$ cat config.mk
export PLATFORM = sky130hd
export DESIGN_NAME = ps2_key_decoder_flat
export DESIGN_NICKNAME = d
export VERILOG_FILES = /design/src/rtl/ps2_pkg.sv /design/src/rtl/ps2_key_decoder_if.sv /design/src/rtl/ps2_line_filter.sv /design/src/rtl/ps2_key_decoder.sv /design/src/flat_wrapper.sv
export SDC_FILE = /design/constraint.sdc
export NUM_CORES = 1
export LEC_CHECK = 0
export BUFFER_PORTS_ARGS = -buffer_cell sky130_fd_sc_hd__buf_2
export CELL_PAD_IN_SITES_DETAIL_PLACEMENT = 1
export CELL_PAD_IN_SITES_GLOBAL_PLACEMENT = 1
export CORE_MARGIN = 2
export CORE_UTILIZATION = 46
export DETAILED_ROUTE_END_ITERATION = 6
export GPL_TIMING_DRIVEN = 0
export PLACE_DENSITY = 0.84
export SYNTH_ARGS = -nofsm -noshare
export SYNTH_HDL_FRONTEND = slang
export SYNTH_SLANG_ARGS = --single-unit
$ cat constraint.sdc
create_clock -name clk_sys -period 2.5 [get_ports clk_sys]
set_input_delay 0.125 -clock clk_sys [delete_from_list [all_inputs] [get_ports clk_sys]]
set_output_delay 0.125 -clock clk_sys [all_outputs]
set_load 0.02 [all_outputs]
$ cat src/rtl/ps2_pkg.sv
// ============================================================================
//  Module   : ps2_pkg
//  Brief    : Shared constants and types for the PS/2 key decoder.
//  Revision : 1.0
// ============================================================================
`default_nettype none

package ps2_pkg;

    typedef enum logic [1:0] {
        ST_IDLE   = 2'd0,
        ST_DATA   = 2'd1,
        ST_PARITY = 2'd2,
        ST_STOP   = 2'd3
    } ps2_state_e;

    localparam logic [1:0] c_st_idle   = ST_IDLE;
    localparam logic [1:0] c_st_data   = ST_DATA;
    localparam logic [1:0] c_st_parity = ST_PARITY;
    localparam logic [1:0] c_st_stop   = ST_STOP;

    localparam logic [7:0] c_code_e0 = 8'hE0;
    localparam logic [7:0] c_code_f0 = 8'hF0;
    localparam logic [7:0] c_code_e1 = 8'hE1;

    localparam int unsigned c_key_toggle  = 10;
    localparam int unsigned c_key_pressed = 9;
    localparam int unsigned c_key_ext     = 8;

    localparam logic [2:0] c_e1_skip = 3'd7;

    // Keyboard status/response bytes that never carry a key code.
    function automatic logic is_drop_code(input logic [7:0] code);
        case (code)
            8'h00, 8'hAA, 8'hEE, 8'hFA, 8'hFC, 8'hFE, 8'hFF: is_drop_code = 1'b1;
            default:                                          is_drop_code = 1'b0;
        endcase
    endfunction

endpackage

`default_nettype wire

$ cat src/rtl/ps2_key_decoder_if.sv
// ============================================================================
//  Module   : ps2_key_decoder_if
//  Brief    : Key-event bundle between the PS/2 decoder and its consumer.
//  Revision : 1.0
// ============================================================================
`default_nettype none

interface ps2_key_decoder_if;
    logic [10:0] ps2_key;
    logic        err_parity;
    logic        err_frame;

    modport master (output ps2_key, output err_parity, output err_frame);
    modport slave  (input  ps2_key, input  err_parity, input  err_frame);
endinterface

`default_nettype wire

$ cat src/rtl/ps2_line_filter.sv
// ============================================================================
//  Module   : ps2_line_filter
//  Brief    : Two-flop synchroniser followed by a run-length glitch filter.
//  Revision : 1.0
// ============================================================================
`default_nettype none

module ps2_line_filter #(
    parameter int FILTER_LEN = 4
) (
    input  wire logic clk_sys,
    input  wire logic reset_n,
    input  wire logic i_line,
    output logic      o_line
);

    localparam int c_cnt_w = $clog2(FILTER_LEN + 1);
    localparam logic [c_cnt_w-1:0] c_cnt_last = c_cnt_w'(FILTER_LEN - 1);

    logic               sync1_q;
    logic               sync2_q;
    logic               line_q;
    logic               line_d;
    logic [c_cnt_w-1:0] cnt_q;
    logic [c_cnt_w-1:0] cnt_d;

    // Count consecutive samples that disagree with the output; any agreeing sample restarts the run.
    always_comb begin
        line_d = line_q;
        cnt_d  = '0;
        if (sync2_q != line_q) begin
            if (cnt_q == c_cnt_last) begin
                line_d = sync2_q;
            end else begin
                cnt_d = cnt_q + 1'b1;
            end
        end
    end

    always_ff @(posedge clk_sys or negedge reset_n) begin
        if (!reset_n) begin
            sync1_q <= 1'b1;
            sync2_q <= 1'b1;
            line_q  <= 1'b1;
            cnt_q   <= '0;
        end else begin
            sync1_q <= i_line;
            sync2_q <= sync1_q;
            line_q  <= line_d;
            cnt_q   <= cnt_d;
        end
    end

    assign o_line = line_q;

endmodule

`default_nettype wire

$ cat src/rtl/ps2_key_decoder.sv
// ============================================================================
//  Module   : ps2_key_decoder
//  Brief    : PS/2 device-to-host deserialiser producing toggle-qualified key events.
//  Revision : 1.0
// ============================================================================
`default_nettype none

module ps2_key_decoder
    import ps2_pkg::*;
#(
    parameter int FILTER_LEN  = 4,
    parameter int TIMEOUT_CYC = 49152
) (
    input  wire logic          clk_sys,
    input  wire logic          reset_n,
    input  wire logic          ps2_clk,
    input  wire logic          ps2_data,
    ps2_key_decoder_if.master  key_if
);

    localparam int c_to_w = $clog2(TIMEOUT_CYC + 1);
    localparam logic [c_to_w-1:0] c_to_last = c_to_w'(TIMEOUT_CYC - 1);

    logic w_clk_f;
    logic w_data_f;
    logic w_fall;
    logic w_par_ok;

    logic              clk_prev_q;
    logic [1:0]        state_q,      state_d;
    logic [2:0]        bitcnt_q,     bitcnt_d;
    logic [7:0]        shift_q,      shift_d;
    logic              par_q,        par_d;
    logic [c_to_w-1:0] to_cnt_q,     to_cnt_d;
    logic              byte_valid_q, byte_valid_d;
    logic              err_parity_q, err_parity_d;
    logic              err_frame_q,  err_frame_d;
    logic              ext_q,        ext_d;
    logic              rel_q,        rel_d;
    logic [2:0]        skip_q,       skip_d;
    logic [10:0]       key_q,        key_d;

    ps2_line_filter #(.FILTER_LEN(FILTER_LEN)) u_clk_filt (
        .clk_sys (clk_sys),
        .reset_n (reset_n),
        .i_line  (ps2_clk),
        .o_line  (w_clk_f)
    );

    ps2_line_filter #(.FILTER_LEN(FILTER_LEN)) u_data_filt (
        .clk_sys (clk_sys),
        .reset_n (reset_n),
        .i_line  (ps2_data),
        .o_line  (w_data_f)
    );

    assign w_fall   = clk_prev_q & ~w_clk_f;
    assign w_par_ok = ^{shift_q, par_q};

    // Frame deserialiser; a falling clock edge always takes priority over the timeout.
    always_comb begin
        state_d      = state_q;
        bitcnt_d     = bitcnt_q;
        shift_d      = shift_q;
        par_d        = par_q;
        to_cnt_d     = to_cnt_q;
        byte_valid_d = 1'b0;
        err_parity_d = 1'b0;
        err_frame_d  = 1'b0;
        if (w_fall) begin
            to_cnt_d = '0;
            case (state_q)
                c_st_idle: begin
                    if (!w_data_f) begin
                        state_d  = c_st_data;
                        bitcnt_d = '0;
                    end
                end
                c_st_data: begin
                    shift_d  = {w_data_f, shift_q[7:1]};
                    bitcnt_d = bitcnt_q + 1'b1;
                    if (bitcnt_q == 3'd7) begin
                        state_d = c_st_parity;
                    end
                end
                c_st_parity: begin
                    par_d   = w_data_f;
                    state_d = c_st_stop;
                end
                c_st_stop: begin
                    state_d = c_st_idle;
                    if (!w_par_ok) begin
                        err_parity_d = 1'b1;
                    end else if (!w_data_f) begin
                        err_frame_d = 1'b1;
                    end else begin
                        byte_valid_d = 1'b1;
                    end
                end
                default: state_d = c_st_idle;
            endcase
        end else if (state_q == c_st_idle) begin
            to_cnt_d = '0;
        end else if (to_cnt_q == c_to_last) begin
            state_d     = c_st_idle;
            err_frame_d = 1'b1;
            to_cnt_d    = '0;
        end else begin
            to_cnt_d = to_cnt_q + 1'b1;
        end
    end

    // Prefix tracking and event emission. shift_q still holds the byte here:
    // the FSM sits in IDLE for at least one cycle after the stop bit.
    always_comb begin
        key_d  = key_q;
        ext_d  = ext_q;
        rel_d  = rel_q;
        skip_d = skip_q;
        if (err_parity_q || err_frame_q) begin
            ext_d  = 1'b0;
            rel_d  = 1'b0;
            skip_d = '0;
        end else if (byte_valid_q) begin
            if (skip_q != '0) begin
                skip_d = skip_q - 1'b1;
            end else if (shift_q == c_code_e0) begin
                ext_d = 1'b1;
            end else if (shift_q == c_code_f0) begin
                rel_d = 1'b1;
            end else if (shift_q == c_code_e1) begin
                skip_d = c_e1_skip;
                ext_d  = 1'b0;
                rel_d  = 1'b0;
            end else if (is_drop_code(shift_q)) begin
                ext_d = 1'b0;
                rel_d = 1'b0;
            end else begin
                key_d = {~key_q[c_key_toggle], ~rel_q, ext_q, shift_q};
                ext_d = 1'b0;
                rel_d = 1'b0;
            end
        end
    end

    always_ff @(posedge clk_sys or negedge reset_n) begin
        if (!reset_n) begin
            clk_prev_q   <= 1'b1;
            state_q      <= c_st_idle;
            bitcnt_q     <= '0;
            shift_q      <= '0;
            par_q        <= 1'b0;
            to_cnt_q     <= '0;
            byte_valid_q <= 1'b0;
            err_parity_q <= 1'b0;
            err_frame_q  <= 1'b0;
            ext_q        <= 1'b0;
            rel_q        <= 1'b0;
            skip_q       <= '0;
            key_q        <= '0;
        end else begin
            clk_prev_q   <= w_clk_f;
            state_q      <= state_d;
            bitcnt_q     <= bitcnt_d;
            shift_q      <= shift_d;
            par_q        <= par_d;
            to_cnt_q     <= to_cnt_d;
            byte_valid_q <= byte_valid_d;
            err_parity_q <= err_parity_d;
            err_frame_q  <= err_frame_d;
            ext_q        <= ext_d;
            rel_q        <= rel_d;
            skip_q       <= skip_d;
            key_q        <= key_d;
        end
    end

    assign key_if.ps2_key    = key_q;
    assign key_if.err_parity = err_parity_q;
    assign key_if.err_frame  = err_frame_q;

endmodule

`default_nettype wire
$ cat src/flat_wrapper.sv
// flat-port wrapper written by rule: the top's interface ports become plain ports
module ps2_key_decoder_flat import ps2_pkg::*;
#(
    parameter int FILTER_LEN  = 4,
    parameter int TIMEOUT_CYC = 49152
)
  (clk_sys, reset_n, ps2_clk, ps2_data, key_if_ps2_key, key_if_err_parity, key_if_err_frame);
  ps2_key_decoder_if key_if_i ();
  input  wire logic clk_sys;
  input  wire logic reset_n;
  input  wire logic ps2_clk;
  input  wire logic ps2_data;
  output wire logic [$bits(key_if_i.ps2_key)-1:0] key_if_ps2_key;
  output wire logic [$bits(key_if_i.err_parity)-1:0] key_if_err_parity;
  output wire logic [$bits(key_if_i.err_frame)-1:0] key_if_err_frame;
  assign key_if_ps2_key = key_if_i.ps2_key;
  assign key_if_err_parity = key_if_i.err_parity;
  assign key_if_err_frame = key_if_i.err_frame;
  ps2_key_decoder #(.FILTER_LEN(FILTER_LEN), .TIMEOUT_CYC(TIMEOUT_CYC)) u_core (.clk_sys(clk_sys), .reset_n(reset_n), .ps2_clk(ps2_clk), .ps2_data(ps2_data), .key_if(key_if_i));
endmodule
==> results.py <==
metrics = {
    "outcome": {
        "status": "finished, final reports clean",
    },
    "global_route": {
        "grt_pass1_wl_um": 10600,
        "overflow": 0,
        "grt_pass1_vias": 2190,
        "antenna_found_initial": 0,
        "grt_max_degree": 63,
        "grt_usage_pct": 18.7,
    },
    "synth": {
        "yosys.area.top_type_share_pct": 45.6,
        "ys.flop_type": "dfrtp_1",
        "synth_nets": 278,
        "synth.top_cells.by_area": "dfrtp_1 (46%), dfstp_2 (6.1%), ha_1 (4.6%)",
        "synth-seq-cells": 62,
        "syn_area_per_cell_um2": 11.5,
        "yosysUniqueCellTypes": 52,
        "async_reset_ff_share_pct": 100,
        "ys_warn_count": 0,
        "yosysMostFrequentCell": "dfrtp_1",
        "synth.yosys.seq_area_share_pct": 51.7,
        "synth-edff-count": 0,
        "syn_inst": 263,
        "synthesis.area_mm2": 0.00302,
        "yosys.area.top_type": "dfrtp_1",
        "netlist_top_cells_count": "dfrtp_1 (55), nor2_1 (31), xnor2_1 (15)",
    },
    "timing": {
        "setup_tns_ps": 0,
        "maxSlewHeadroom_pct": 48.4,
        "fin_crit_sh_pct": 92.0,
        "slew_violations": 0,
        "tightest_slew_ps": 774,
        "hold_viol_final": 0,
        "rsz0062_at_grt": "false",
        "finalSetupViolCount": 0,
        "skew_ps": 9.44,
        "max_freq_mhz": 435,
        "period_minus_slack_ps": 2300,
    },
    "floorplanning": {
        "rows": 29,
        "core_mm2": 0.00635,
        "start_util_pct": 47.6,
        "die_w_um": 85.0,
        "ios": 17,
        "die_y_um": 85.0,
        "die_area_mm2": 0.00723,
    },
    "routing": {
        "detailedRoute.firstPassIterationCount": 4,
        "drt.antenna.violating_nets": 0,
        "drt-initial-drc-count": 58,
        "routedWlPerCell_um": 15.9,
        "viasPerCell": 5.35,
        "route.detailed.drc": 0,
        "vias": 2005,
        "totalWireLength_um": 5960,
    },
    "setup_path": {
        "critical_path_class": "register to register",
        "start_kind": "register",
        "crit_path_max_fanout": 9,
        "max_stage_delay_ps": 440,
        "worstPathCellList": "inv_1 -> ha_1 -> nor2b_1 -> nand2_1 -> a2111oi_4 -> o31ai_4 -> mux2_4",
        "slowest_stage": "a2111oi_4",
        "critPathArrivalTime_ps": 2530,
        "end_kind": "register",
        "worstPathRequired_ps": 2730,
    },
    "cells_and_area": {
        "n_antenna_cell": 0,
        "synthToLayoutAreaGrowth_pct": 13.5,
        "drive_gt1_share_pct": 23.8,
        "fin_cells": 375,
        "final_nets": 308,
    },
    "cts": {
        "cts_tree": "built",
        "cts.clk_slew.worst_paths_ps": 70,
        "post_cts_buffers": 0,
        "insertion_delay_ps": 340,
        "clockBufferDepth": 2,
        "postCtsHoldBufs": 2,
        "htreeDepth": 3,
        "cts_sinks": 62,
        "cts_buffers": 9,
        "cts_root_buffer": "clkbuf_8",
        "post_cts_resized": 0,
    },
    "placed_design": {
        "hpwl_um": 3990,
        "gp_congestion": 0.783,
        "dp_cells": 356,
        "io_buffers": 16,
    },
    "power": {
        "power.total_w": 0.00385,
        "leakagePower_nw": 1.61,
        "power_density_mw_per_mm2": 1120,
        "ir_drop_uv": 480,
    },
    "job": {
        "cap_violations": 0,
    },
    "hold_path": {
        "min_path_type": "register to register",
    },
}
==> cells by family (layout without fill, tap and decap cells) <==
family / after synthesis / count (layout) / synth area share, %
AND/OR/NAND/NOR: 92 / 92 / 15.7
flip-flops: 62 / 62 / 51.7
AO/OA/AOI/OAI: 31 / 31 / 8.33
XOR/XNOR: 25 / 25 / 7.95
buffers and inverters: 23 / 58 / 4.10
multiplexers: 19 / 19 / 7.66
adder cells (fa/ha/maj): 11 / 11 / 4.56
==> worst max-delay path, delay by kind of cell (launching register included) <==
kind / cells / cell delay [ps]
AO/OA/AOI/OAI: 2 / 730
flip-flops: 1 / 400
AND/OR/NAND/NOR: 2 / 420
buffers and inverters: 1 / 90
adder cells (fa/ha/maj): 1 / 190
multiplexers: 1 / 360
==> path summary, 6_finish.rpt <==
kind                                      startpoint                         to  slack, ps  cells past startpoint
min in group asynchronous                    reset_n   u_core.key_if.ps2_key[3]        410                      2
max in group asynchronous                    reset_n        u_core.to_cnt_q[12]       1590                      2
min                        u_core.u_clk_filt.sync1_q  u_core.u_clk_filt.sync2_q        360                      0
max                                 u_core.skip_q[0]   u_core.key_if.ps2_key[2]        200                      7
max reg2reg                         u_core.skip_q[0]   u_core.key_if.ps2_key[2]        200                      7
min reg2reg                u_core.u_clk_filt.sync1_q  u_core.u_clk_filt.sync2_q        360                      0
==> metrics by stage <==
| step | worst slack (ps) | hold WS (ps) | area [µm²] | util (%) |
|---|---|---|---|---|
| finish | 201 | 358 | 3430 | 54.0 |
| global route | 7.37 | 361 | 3430 | 54.0 |
| CTS | 186 | 143 | 3420 | 53.8 |
| detailed placement | 200 | 231 | 3200 | 50.3 |
| global placement | 240 | 229 | 3200 | 50.3 |
| floorplan | 485 | -171 | 3020 | - |
==> layout make-up <==
| cell class | count | area [µm²] |
|---|---|---|
| well taps | 77 | 96.3 |
| repair buffers | 19 | 113 |
| fillers | 673 | 2920 |
| flip-flops and latches | 62 | 1560 |
| plain buffers | 12 | 82.6 |
| clock inverters | 5 | 58.8 |
| clock buffers | 11 | 141 |
| multi-input cells | 178 | 1340 |
| inverters | 11 | 41.3 |
==> report_power, final <==
group	total (W)	internal [W]	switching, W
Sequential	0.00141	0.00125	0.000161
Combinational	0.00155	0.000669	0.000880
Clock	0.000891	0.000487	0.000404
==> layout by cell type, fill, tap and decap left out, types with 6 or more instances in the layout <==
cell      instances
nor2b_1           7
nand3_1           9
mux2_2            9
clkbuf_8         10
buf_2            18
dfstp_2           7
o21ai_0           6
xnor2_1          15
mux2_4            6
xor2_1            8
inv_1            11
nand2_1          14
nor2_1           31
ha_1             11
dfrtp_1          55
==> routing by layer <==
metal | GRT usage (%) | vias to the layer above | part of all wire, %
li1 | - | 965 | -
met1 | 22.8 | 1001 | 45
met2 | 30.8 | 29 | 50
met3 | 5.54 | 10 | 3.6
met4 | 8.23 | 0 | 1.7
met5 | 0 | - | 0
==> registers in the layout, summed over array words and instances (netlist names), 2 cells and up <==
name	flops
u_core.bitcnt_q	3
u_core.to_cnt_q	16
u_core.key_if.ps2_key	11
u_core.skip_q	3
u_core.u_data_filt.cnt_q	3
u_core.state_q	2
u_core.shift_q	8
u_core.u_clk_filt.cnt_q	3
Note: power is estimated with default switching activity, not from simulation.
